**src/rtl/z80_bus_arbiter_pkg.sv**
```systemverilog
// Shared definitions for the A-Z80 external bus arbiter and its helpers.
//   arb_state_t : arbiter FSM states
//   MAX_REQ     : architectural maximum number of external requesters
//   rrIndex     : wrap-around index used by round-robin scans
package z80_arb_pkg;

    typedef enum logic [2:0] {
        IDLE    = 3'd0,
        REQ     = 3'd1,
        GRANT   = 3'd2,
        RELEASE = 3'd3,
        GAP     = 3'd4
    } arb_state_t;

    localparam int MAX_REQ = 8;

    // Position 'offset' steps above 'base', wrapped into 0..n-1.
    function automatic int rrIndex(input int base, input int offset, input int n);
        return (base + offset) % n;
    endfunction

endpackage

```
**src/rtl/z80_bus_arbiter_if.sv**
```systemverilog
// Bus-arbitration signal bundle between the arbiter, the CPU pins and the
// external masters.
//   req         : per-master level-held bus request
//   nBUSACK     : CPU bus acknowledge, active low
//   nBUSRQ      : CPU bus request, active low
//   grant       : one-hot grant to the owning master
//   bus_own     : an external master owns the bus
//   preempt     : one-cycle pulse when the holder is forced off
//   ack_timeout : one-cycle pulse when a request is abandoned
// modport master is the arbiter side, modport slave the CPU/master side.
interface z80_bus_arbiter_if #(
    parameter int NUM_REQ = 2
) ();

    logic [NUM_REQ-1:0] req;
    logic               nBUSACK;
    logic               nBUSRQ;
    logic [NUM_REQ-1:0] grant;
    logic               bus_own;
    logic               preempt;
    logic               ack_timeout;

    modport master (
        input  req, nBUSACK,
        output nBUSRQ, grant, bus_own, preempt, ack_timeout
    );

    modport slave (
        output req, nBUSACK,
        input  nBUSRQ, grant, bus_own, preempt, ack_timeout
    );

endinterface

```
**src/rtl/z80_bus_arbiter_rr_pick.sv**
```systemverilog
// Combinational round-robin priority encoder.
//   req    : request vector
//   rrPtr  : index with highest priority this round
//   valid  : at least one request is set
//   winner : first set request scanning upward from rrPtr, wrapping
module z80_rr_pick
    import z80_arb_pkg::*;
#(
    parameter int NUM_REQ = 2,
    parameter int PTR_W   = (NUM_REQ > 1) ? $clog2(NUM_REQ) : 1
) (
    input  logic [NUM_REQ-1:0] req,
    input  logic [PTR_W-1:0]   rrPtr,
    output logic               valid,
    output logic [PTR_W-1:0]   winner
);

    // Scan from rrPtr upward; the first set request found wins.
    always_comb begin : pickScan
        int   idx;
        logic hit;
        idx    = 0;
        hit    = 1'b0;
        valid  = 1'b0;
        winner = {PTR_W{1'b0}};
        for (int i = 0; i < MAX_REQ; i++) begin
            idx    = rrIndex(int'(rrPtr), i, NUM_REQ);
            hit    = (i < NUM_REQ) && !valid && req[idx];
            winner = hit ? PTR_W'(idx) : winner;
            valid  = valid | hit;
        end
    end

endmodule

```
**src/rtl/z80_bus_arbiter.sv**
```systemverilog
// Shares the A-Z80 external bus between the CPU and NUM_REQ external masters.
// Runs the nBUSRQ/nBUSACK handshake, picks requesters round-robin and gates
// the masters' drivers through a registered one-hot grant.
//   CLK, reset : system clock, synchronous active-high reset
//   bus        : arbitration bundle (master modport)
// Parameters: ACK_TIMEOUT (0 = wait forever), MAX_HOLD (0 = unlimited hold),
// CPU_GAP (minimum CPU-owned cycles between grants, 0 = none).
module z80_bus_arbiter
    import z80_arb_pkg::*;
#(
    parameter int NUM_REQ     = 2,
    parameter int ACK_TIMEOUT = 64,
    parameter int MAX_HOLD    = 0,
    parameter int CPU_GAP     = 4
) (
    input logic               CLK,
    input logic               reset,
    z80_bus_arbiter_if.master bus
);

    localparam int PTR_W  = (NUM_REQ > 1) ? $clog2(NUM_REQ) : 1;
    localparam int WAIT_W = $clog2(ACK_TIMEOUT) + 1;
    localparam int HOLD_W = $clog2(MAX_HOLD) + 1;
    localparam int GAP_W  = $clog2(CPU_GAP) + 1;

    // Counter values on the last cycle of each timed phase.
    localparam logic [WAIT_W-1:0] WAIT_LAST = WAIT_W'((ACK_TIMEOUT > 0) ? ACK_TIMEOUT - 1 : 0);
    localparam logic [HOLD_W-1:0] HOLD_LAST = HOLD_W'((MAX_HOLD > 0) ? MAX_HOLD - 1 : 0);
    localparam logic [GAP_W-1:0]  GAP_LAST  = GAP_W'((CPU_GAP > 0) ? CPU_GAP - 1 : 0);

    arb_state_t         state_r, stateNext_s;
    logic [PTR_W-1:0]   winner_r, winnerNext_s;
    logic [PTR_W-1:0]   rrPtr_r, rrPtrNext_s;
    logic [WAIT_W-1:0]  waitCnt_r, waitCntNext_s;
    logic [HOLD_W-1:0]  holdCnt_r, holdCntNext_s;
    logic [GAP_W-1:0]   gapCnt_r, gapCntNext_s;
    logic               nBusrq_r, nBusrqNext_s;
    logic [NUM_REQ-1:0] grant_r, grantNext_s;
    logic               busOwn_r, busOwnNext_s;
    logic               preempt_r, preemptNext_s;
    logic               ackTimeout_r, ackTimeoutNext_s;

    logic               pickValid_s;
    logic [PTR_W-1:0]   pickWinner_s;
    logic [NUM_REQ-1:0] winnerMask_s;
    logic               winnerReq_s;
    logic               othersReq_s;
    logic               holdSat_s;
    logic               holdDone_s;
    logic [PTR_W-1:0]   ptrAfter_s;

    z80_rr_pick #(
        .NUM_REQ (NUM_REQ),
        .PTR_W   (PTR_W)
    ) u_pick (
        .req     (bus.req),
        .rrPtr   (rrPtr_r),
        .valid   (pickValid_s),
        .winner  (pickWinner_s)
    );

    assign winnerMask_s = NUM_REQ'(1'b1) << winner_r;
    assign winnerReq_s  = |(bus.req & winnerMask_s);
    assign othersReq_s  = |(bus.req & ~winnerMask_s);
    // The hold counter parks at its last value so a late competitor preempts at once.
    assign holdSat_s    = (holdCnt_r == HOLD_LAST);
    assign holdDone_s   = (MAX_HOLD != 0) && holdSat_s;
    assign ptrAfter_s   = (int'(winner_r) == NUM_REQ - 1) ? {PTR_W{1'b0}} : winner_r + PTR_W'(1'b1);

    // Next-state and next-output logic for the arbitration FSM.
    always_comb begin
        stateNext_s      = state_r;
        winnerNext_s     = winner_r;
        rrPtrNext_s      = rrPtr_r;
        waitCntNext_s    = waitCnt_r;
        holdCntNext_s    = holdCnt_r;
        gapCntNext_s     = gapCnt_r;
        nBusrqNext_s     = nBusrq_r;
        grantNext_s      = grant_r;
        busOwnNext_s     = busOwn_r;
        preemptNext_s    = 1'b0;
        ackTimeoutNext_s = 1'b0;
        case (state_r)
            IDLE: begin
                nBusrqNext_s = 1'b1;
                grantNext_s  = {NUM_REQ{1'b0}};
                busOwnNext_s = 1'b0;
                if (pickValid_s) begin
                    winnerNext_s  = pickWinner_s;
                    waitCntNext_s = {WAIT_W{1'b0}};
                    nBusrqNext_s  = 1'b0;
                    stateNext_s   = REQ;
                end else begin
                    stateNext_s   = IDLE;
                end
            end
            REQ: begin
                // An acknowledge on the timeout cycle still wins.
                if (!bus.nBUSACK) begin
                    if (winnerReq_s) begin
                        grantNext_s   = winnerMask_s;
                        busOwnNext_s  = 1'b1;
                        holdCntNext_s = {HOLD_W{1'b0}};
                        stateNext_s   = GRANT;
                    end else begin
                        nBusrqNext_s  = 1'b1;
                        stateNext_s   = RELEASE;
                    end
                end else if ((ACK_TIMEOUT != 0) && (waitCnt_r == WAIT_LAST)) begin
                    ackTimeoutNext_s = 1'b1;
                    nBusrqNext_s     = 1'b1;
                    stateNext_s      = RELEASE;
                end else begin
                    waitCntNext_s    = waitCnt_r + WAIT_W'(1'b1);
                end
            end
            GRANT: begin
                if (!winnerReq_s || (holdDone_s && othersReq_s)) begin
                    // A voluntary drop takes precedence over a preemption.
                    preemptNext_s = winnerReq_s;
                    grantNext_s   = {NUM_REQ{1'b0}};
                    busOwnNext_s  = 1'b0;
                    nBusrqNext_s  = 1'b1;
                    rrPtrNext_s   = ptrAfter_s;
                    stateNext_s   = RELEASE;
                end else begin
                    holdCntNext_s = holdSat_s ? holdCnt_r : holdCnt_r + HOLD_W'(1'b1);
                end
            end
            RELEASE: begin
                nBusrqNext_s = 1'b1;
                grantNext_s  = {NUM_REQ{1'b0}};
                busOwnNext_s = 1'b0;
                if (bus.nBUSACK) begin
                    gapCntNext_s = {GAP_W{1'b0}};
                    stateNext_s  = (CPU_GAP == 0) ? IDLE : GAP;
                end else begin
                    stateNext_s  = RELEASE;
                end
            end
            GAP: begin
                if (gapCnt_r == GAP_LAST) begin
                    stateNext_s  = IDLE;
                end else begin
                    gapCntNext_s = gapCnt_r + GAP_W'(1'b1);
                end
            end
            default: begin
                stateNext_s  = IDLE;
                nBusrqNext_s = 1'b1;
                grantNext_s  = {NUM_REQ{1'b0}};
                busOwnNext_s = 1'b0;
            end
        endcase
    end

    // State, counter and output registers with synchronous reset.
    always_ff @(posedge CLK) begin
        if (reset) begin
            state_r      <= IDLE;
            winner_r     <= {PTR_W{1'b0}};
            rrPtr_r      <= {PTR_W{1'b0}};
            waitCnt_r    <= {WAIT_W{1'b0}};
            holdCnt_r    <= {HOLD_W{1'b0}};
            gapCnt_r     <= {GAP_W{1'b0}};
            nBusrq_r     <= 1'b1;
            grant_r      <= {NUM_REQ{1'b0}};
            busOwn_r     <= 1'b0;
            preempt_r    <= 1'b0;
            ackTimeout_r <= 1'b0;
        end else begin
            state_r      <= stateNext_s;
            winner_r     <= winnerNext_s;
            rrPtr_r      <= rrPtrNext_s;
            waitCnt_r    <= waitCntNext_s;
            holdCnt_r    <= holdCntNext_s;
            gapCnt_r     <= gapCntNext_s;
            nBusrq_r     <= nBusrqNext_s;
            grant_r      <= grantNext_s;
            busOwn_r     <= busOwnNext_s;
            preempt_r    <= preemptNext_s;
            ackTimeout_r <= ackTimeoutNext_s;
        end
    end

    assign bus.nBUSRQ      = nBusrq_r;
    assign bus.grant       = grant_r;
    assign bus.bus_own     = busOwn_r;
    assign bus.preempt     = preempt_r;
    assign bus.ack_timeout = ackTimeout_r;

endmodule
```
**src/flat_wrapper.sv**
```systemverilog
// flat-port wrapper written by rule: the top's interface ports become plain ports
module z80_bus_arbiter_flat import z80_arb_pkg::*;
#(
    parameter int NUM_REQ     = 2,
    parameter int ACK_TIMEOUT = 64,
    parameter int MAX_HOLD    = 0,
    parameter int CPU_GAP     = 4
)
  (CLK, reset, bus_req, bus_nBUSACK, bus_nBUSRQ, bus_grant, bus_bus_own, bus_preempt, bus_ack_timeout);
  z80_bus_arbiter_if #(.NUM_REQ(NUM_REQ)) bus_i ();
  input logic CLK;
  input logic reset;
  input wire logic [$bits(bus_i.req)-1:0] bus_req;
  input wire logic [$bits(bus_i.nBUSACK)-1:0] bus_nBUSACK;
  output wire logic [$bits(bus_i.nBUSRQ)-1:0] bus_nBUSRQ;
  output wire logic [$bits(bus_i.grant)-1:0] bus_grant;
  output wire logic [$bits(bus_i.bus_own)-1:0] bus_bus_own;
  output wire logic [$bits(bus_i.preempt)-1:0] bus_preempt;
  output wire logic [$bits(bus_i.ack_timeout)-1:0] bus_ack_timeout;
  assign bus_i.req = bus_req;
  assign bus_i.nBUSACK = bus_nBUSACK;
  assign bus_nBUSRQ = bus_i.nBUSRQ;
  assign bus_grant = bus_i.grant;
  assign bus_bus_own = bus_i.bus_own;
  assign bus_preempt = bus_i.preempt;
  assign bus_ack_timeout = bus_i.ack_timeout;
  z80_bus_arbiter #(.NUM_REQ(NUM_REQ), .ACK_TIMEOUT(ACK_TIMEOUT), .MAX_HOLD(MAX_HOLD), .CPU_GAP(CPU_GAP)) u_core (.CLK(CLK), .reset(reset), .bus(bus_i));
endmodule
```
**config.mk**
```make
export PLATFORM = sky130hd
export DESIGN_NAME = z80_bus_arbiter_flat
export DESIGN_NICKNAME = d
export VERILOG_FILES = /design/src/rtl/z80_bus_arbiter_pkg.sv /design/src/rtl/z80_bus_arbiter_if.sv /design/src/rtl/z80_bus_arbiter_rr_pick.sv /design/src/rtl/z80_bus_arbiter.sv /design/src/flat_wrapper.sv
export SDC_FILE = /design/constraint.sdc
export NUM_CORES = 1
export LEC_CHECK = 0
export ABC_AREA = 1
export ABC_CLOCK_PERIOD_IN_PS = 2600
export CAP_MARGIN = 10
export CORE_AREA = 2 2 60 62
export CTS_CLUSTER_DIAMETER = 120
export DETAILED_ROUTE_END_ITERATION = 10
export DIE_AREA = 0 0 62 64
export PLACE_DENSITY = 0.55
export SYNTH_ARGS = -nofsm -noshare
export SYNTH_HDL_FRONTEND = slang
export SYNTH_SLANG_ARGS = --single-unit
```
**constraint.sdc**
```tcl
create_clock -name CLK -period 2.6 [get_ports CLK]
set_clock_uncertainty 0.05 [all_clocks]
set_input_delay 0.52 -clock CLK [delete_from_list [all_inputs] [get_ports CLK]]
set_output_delay 0.52 -clock CLK [all_outputs]
set_load 0.01 [all_outputs]
```
==> flow_summary.ini, run 1 <==
[run_status]
status = finished clean

[grt]
grt_max_degree = 12
grt_first_pass_wirelength_um = 4150
antenna_found_initial = 0
gr-total-overflow = 0
track_usage_pct = 13.6
grt_pass1_vias = 986

[sta]
rsz0062_at_grt = false
hold_violations = 0
setup_tns_ns = 0
slew_violations = 0
period_share_pct = 68.7
clock.fmax_mhz = 560
setup_viol = 0
period_minus_slack_ns = 1.79

[clock_tree]
insertion_delay_ns = 0.30
cts_tree = yes
post_cts_buffers = 0
cts_htree_levels = 1
clock-sinks = 20
cts.clk_slew.worst_paths_ns = 0.12
holdBufCountCts = 0
clock-root-buffer = clkbuf_4
numCtsBuffers = 3
clk_path_buf_depth = 2
ctsResizeCount = 0

[cells_and_area]
finalCoreUtilization_pct = 38.1
drive_above_1_share_pct = 11.2
n_antenna_cell = 0
syn2layout_area_growth_pct = 14.2
multi_input_area_sq_um = 597
final_nets = 179
layoutNonFillerInstCount = 215
layout_common_cells = 35 x nand2_1, 20 x dfxtp_1, 19 x inv_1
n_fill_cell = 355
layout_commonest_cell = nand2_1
ff_latch_area_sq_um = 400

[pwr]
irDropWorstVdd_v = 0.000317
cellPowerDensity_nw_per_um2 = 850
leakagePower_uw = 0.000564

[floorplan]
rows = 21
die_area_sq_um = 3970
io_pins = 11
core_area_sq_um = 3280
die_x_um = 62
chipHeight_um = 64
start_util_pct = 33.3

[place]
dp.cells = 212
port_buffers = 9
routabilityCongestion = 0.851
dpl.hpwl_um = 1780

[routing]
firstDrtPassIters = 4
antenna_left = 0
wire_per_inst_um = 11.1
wl_um = 2380
via_per_inst = 4.74
route.detailed.drc = 0
vias = 1019
drt-initial-drc-count = 30

[synthesis]
synth_nets = 167
syn_area_sq_um = 1090
synth_cell_types = 24
yosys_warnings = 0
synth-seq-cells = 20
avgSynthCellArea_sq_um = 6.89
syn-instance-count = 159
ys_seq_area_share_pct = 36.6

[critical_path]
cp_data_required_time_ns = 2.03
setup.worst_path.start_class = flop
crit_family = buffers and inverters
arrival_ns = 1.22
crit_chain = clkdlybuf4s50_1
cp.buffers_inverters = 1
critical_path_class = flop to output port
slowest_delay_ns = 0.54
path_max_fanout = 3
end_kind = output port
crit_slowest_cell = clkdlybuf4s50_1

[run]
maxCapViolations = 0

[hold_path]
hold_class = flop to flop
## routing by layer
metal	share of wire, %	GRT usage, %
met1	49	18.3
met2	47	21.1
met3	2.1	2.02
met4	1.5	5.59
met5	0	0
## report_power, final
part | internal [uW] | switching, uW | total, uW
clock | 54.0 | 95.2 | 149
sequential | 378 | 63.9 | 442
combinational | 178 | 292 | 471
total | 610 | 452 | 1060
## cells by family (layout without fill, tap and decap cells)
group	count (synthesis)	in the layout	share of synthesized area, %
AOI/OAI and AO/OA	28	28	13.1
DFF	20	20	36.6
adders and majority gates	3	3	3.43
and+or+nand+nor	84	84	37.6
buffers and inverters	23	33	8.91
other	1	1	0.343
## worst register-to-register path: cells and delay by family (launching register included)
family                   cells  cell delay (ns)
AO/OA/AOI/OAI                1             0.13
adder cells (fa/ha/maj)      1             0.18
AND/OR/NAND/NOR              7             0.83
flip-flops                   1             0.38
## state kept, by name (all words and copies together) (netlist names)
signal	count
u_core.gapCnt_r	3
u_core.bus.nBUSRQ	1
u_core.state_r	3
u_core.waitCnt_r	7
u_core.bus.ack_timeout	1
u_core.rrPtr_r	1
u_core.bus.bus_own	1
u_core.bus.grant	2
u_core.winner_r	1
## stage by stage
step                      setup WS [ns]  hold WS (ns)  total power (uW)  cell area [sq um]
after detailed placement          0.496         0.408               920               1230
after CTS                         0.784         0.435              1080               1250
after global routing              0.659         0.457              1160               1250
final                             0.815         0.428              1060               1250
after global placement            0.540         0.406               904               1230
after floorplan                    1.11         0.390               810               1090
## final cells by class
| type | count | area share [%] |
|---|---|---|
| well taps | 46 | 4.60 |
| multi-input cells | 116 | 47.7 |
| repair buffers | 10 | 7.81 |
| flip-flops and latches | 20 | 32.0 |
| clock buffers | 3 | 1.80 |
| inverters | 20 | 6.01 |
## path summary, 6_finish.rpt
| check | start | to | slack [ns] | cells after the start |
|---|---|---|---|---|
| setup reg to reg | u_core.waitCnt_r[0]$_SDFFE_PP0P_ | u_core.waitCnt_r[3]$_SDFFE_PP0P_ | 0.99 | 9 |
| hold / removal | u_core.bus.bus_own$_SDFFE_PP0P_ | u_core.bus.bus_own$_SDFFE_PP0P_ | 0.43 | 2 |
| hold reg to reg | u_core.bus.bus_own$_SDFFE_PP0P_ | u_core.bus.bus_own$_SDFFE_PP0P_ | 0.43 | 2 |
| setup / recovery | u_core.bus.nBUSRQ$_SDFFE_PP1P_ | bus_nBUSRQ | 0.81 | 1 |
## synth_stat cells, drive strengths merged
cell type,count,area share [%]
o2111ai,1,0.80
or2,1,0.57
nand2,42,16
o21ai,13,5.9
a21oi,14,6.4
nor2,20,8.5
ha,3,3.4
nand3,17,9.8
buf,2,1.7
conb,1,0.34
dfxtp,20,37
nor4,1,0.57
clkbuf,1,0.34
nand4,3,1.7
inv,20,6.9
Note: power is estimated with default switching activity, not from simulation.
==> inputs of run 2 (changes only) <==
--- a/config.mk
+++ b/config.mk
@@ -6,13 +6,13 @@
 export NUM_CORES = 1
 export LEC_CHECK = 0
 export ABC_AREA = 1
-export ABC_CLOCK_PERIOD_IN_PS = 2600
+export ABC_CLOCK_PERIOD_IN_PS = 1450
 export CAP_MARGIN = 10
 export CORE_AREA = 2 2 60 62
 export CTS_CLUSTER_DIAMETER = 120
 export DETAILED_ROUTE_END_ITERATION = 10
 export DIE_AREA = 0 0 62 64
-export PLACE_DENSITY = 0.55
+export PLACE_DENSITY = 0.57
 export SYNTH_ARGS = -nofsm -noshare
 export SYNTH_HDL_FRONTEND = slang
 export SYNTH_SLANG_ARGS = --single-unit
==> constraint.sdc (replaced) <==
create_clock -name CLK -period 1.45 [get_ports CLK]
set_clock_uncertainty 0.05 [all_clocks]
set_input_delay 0.29 -clock CLK [delete_from_list [all_inputs] [get_ports CLK]]
set_output_delay 0.29 -clock CLK [all_outputs]
set_load 0.01 [all_outputs]
==> flow_summary.ini, run 2 (same netlist as run 1, synthesis figures left out) <==
[cells_and_area]
largest_reg_flops = 7
layoutNonFillerInstCount = 240
largest-register = u_core.waitCnt_r
drive_above_1_share_pct = 29.4
ff_latch_area_sq_um = 407
final_nets = 203
n_antenna_cell = 0
reg_top3 = u_core.waitCnt_r (7), u_core.gapCnt_r (3), u_core.state_r (3)
finalCoreUtilization_pct = 45.7
layout_commonest_cell = nand2_1
syn2layout_area_growth_pct = 37.0
layout_common_cells = 32 x nand2_1, 22 x buf_4, 18 x inv_1
n_fill_cell = 354
multi_input_area_sq_um = 638

[floorplan]
start_util_pct = 33.3
die_area_sq_um = 3970
core_area_sq_um = 3280
rows = 21
io_pins = 11
die_x_um = 62
chipHeight_um = 64

[routing]
vias = 1125
via_per_inst = 4.69
route.met2.wl_um = 1300
firstDrtPassIters = 4
drt-initial-drc-count = 30
top_layer = met4
wl_um = 2620
met1Wirelength_um = 1240
route.detailed.drc = 0
wire_per_inst_um = 10.9
wl_met3_um = 54
antenna_left = 0

[clock_tree]
insertion_delay_ns = 0.30
numCtsBuffers = 3
cts_tree = yes
clock-root-buffer = clkbuf_4
clock-sinks = 20
clk_path_buf_depth = 2
holdBufCountCts = 0
cts_htree_levels = 1
cts.clk_slew.worst_paths_ns = 0.12

[sta]
clock.fmax_mhz = 721
setup_ws_ns = 0.0633
hold_violations = 0
period_share_pct = 95.6
rsz0062_at_grt = true
setup_viol = 0
slew_violations = 0
period_minus_slack_ns = 1.39

[hold_path]
hold_class = flop to flop

[critical_path]
crit_slowest_cell = dfxtp_2
arrival_ns = 1.58
critical_path_class = flop to flop
cp.buffers_inverters = 1
crit_chain = ha_4 -> nand2_4 -> nor2_4 -> nand2_2 -> nand2_4 -> nand2_2 -> buf_6 -> nand2_1 -> nand2_1 -> nor2_1
path_max_fanout = 4
end_kind = flop
slowest_delay_ns = 0.37
setup.worst_path.start_class = flop
cp_data_required_time_ns = 1.65
crit_family = simple AND/OR/NAND/NOR gates

[pwr]
cellPowerDensity_nw_per_um2 = 1540
leakagePower_uw = 0.000719
power_uw = 2320
irDropWorstVdd_v = 0.000729

[grt]
track_usage_pct = 14.5
grt_max_degree = 12
grt_pass1_vias = 1057
antenna_found_initial = 0
gr-total-overflow = 0
grt_first_pass_wirelength_um = 4420

[place]
routabilityCongestion = 0.867
dpl.hpwl_um = 1910
dp.cells = 231
place_ws_ns = -0.250
port_buffers = 9

[run_status]
status = finished clean

[run]
maxCapViolations = 0
## run 2: cell count changes in the layout (fill, tap and decap cells not counted), moves of 2 or more
cell             before  now
nand2_4               1    3
dfxtp_2               0    5
clkdlybuf4s50_1       9    4
o21ai_2               0    2
buf_4                 1   22
dfxtp_1              20   15
nand2_1              35   32
buf_6                 0    3
dlygate4sd2_1         0    5
o21ai_0              10    7
## run 2: routing by layer
layer	vias up	GRT usage, %
met5	-	0
met4	0	5.59
met3	4	2.02
met1	523	19.2
met2	14	23.0
li1	584	-
## run 2: report_power, final
group	total [uW]	internal, uW	switching [uW]
sequential	800	686	114
combinational	1180	555	623
clock	338	153	184
total	2320	1390	921
## run 2: area by class of cell
cell class              count  share of cell area, %
inverters                  20                   5.25
well taps                  46                   3.84
multi-input cells         116                   42.5
flip-flops and latches     20                   27.1
clock buffers               4                   2.42
repair buffers             34                   18.8
## run 2: worst reg2reg max path: cells and delay by family, from the launching register on
family	cells	cell delay (ns)
flops	1	0.37
fa+ha+maj	1	0.15
simple gates	8	0.62
buf+inv	1	0.14
## run 2: metrics by stage
step | instance area (sq um) | hold WS, ns | TNS (ns)
global placement | 1370 | 0.403 | -2.10
floorplan | 1090 | 0.319 | 0
finish | 1500 | 0.426 | 0
CTS | 1400 | 0.435 | 0
global route | 1500 | 0.466 | -0.0853
detailed placement | 1370 | 0.413 | -2.41
## run 2: worst paths after layout
path,end,cells past startpoint,slack (ns),startpoint
max,u_core.waitCnt_r[0]$_SDFFE_PP0P_,10,0.06,u_core.waitCnt_r[0]$_SDFFE_PP0P_
min,u_core.bus.bus_own$_SDFFE_PP0P_,2,0.43,u_core.bus.bus_own$_SDFFE_PP0P_
max reg2reg,u_core.waitCnt_r[0]$_SDFFE_PP0P_,10,0.06,u_core.waitCnt_r[0]$_SDFFE_PP0P_
min reg2reg,u_core.bus.bus_own$_SDFFE_PP0P_,2,0.43,u_core.bus.bus_own$_SDFFE_PP0P_
## run 2: what timing repair did
item                                    CTS  global route
endpoints found under the setup margin    6            15
pin swaps                                 0             6
buffers inserted                          0             5
resized for setup                         7            20
endpoints found under the hold margin     0             0
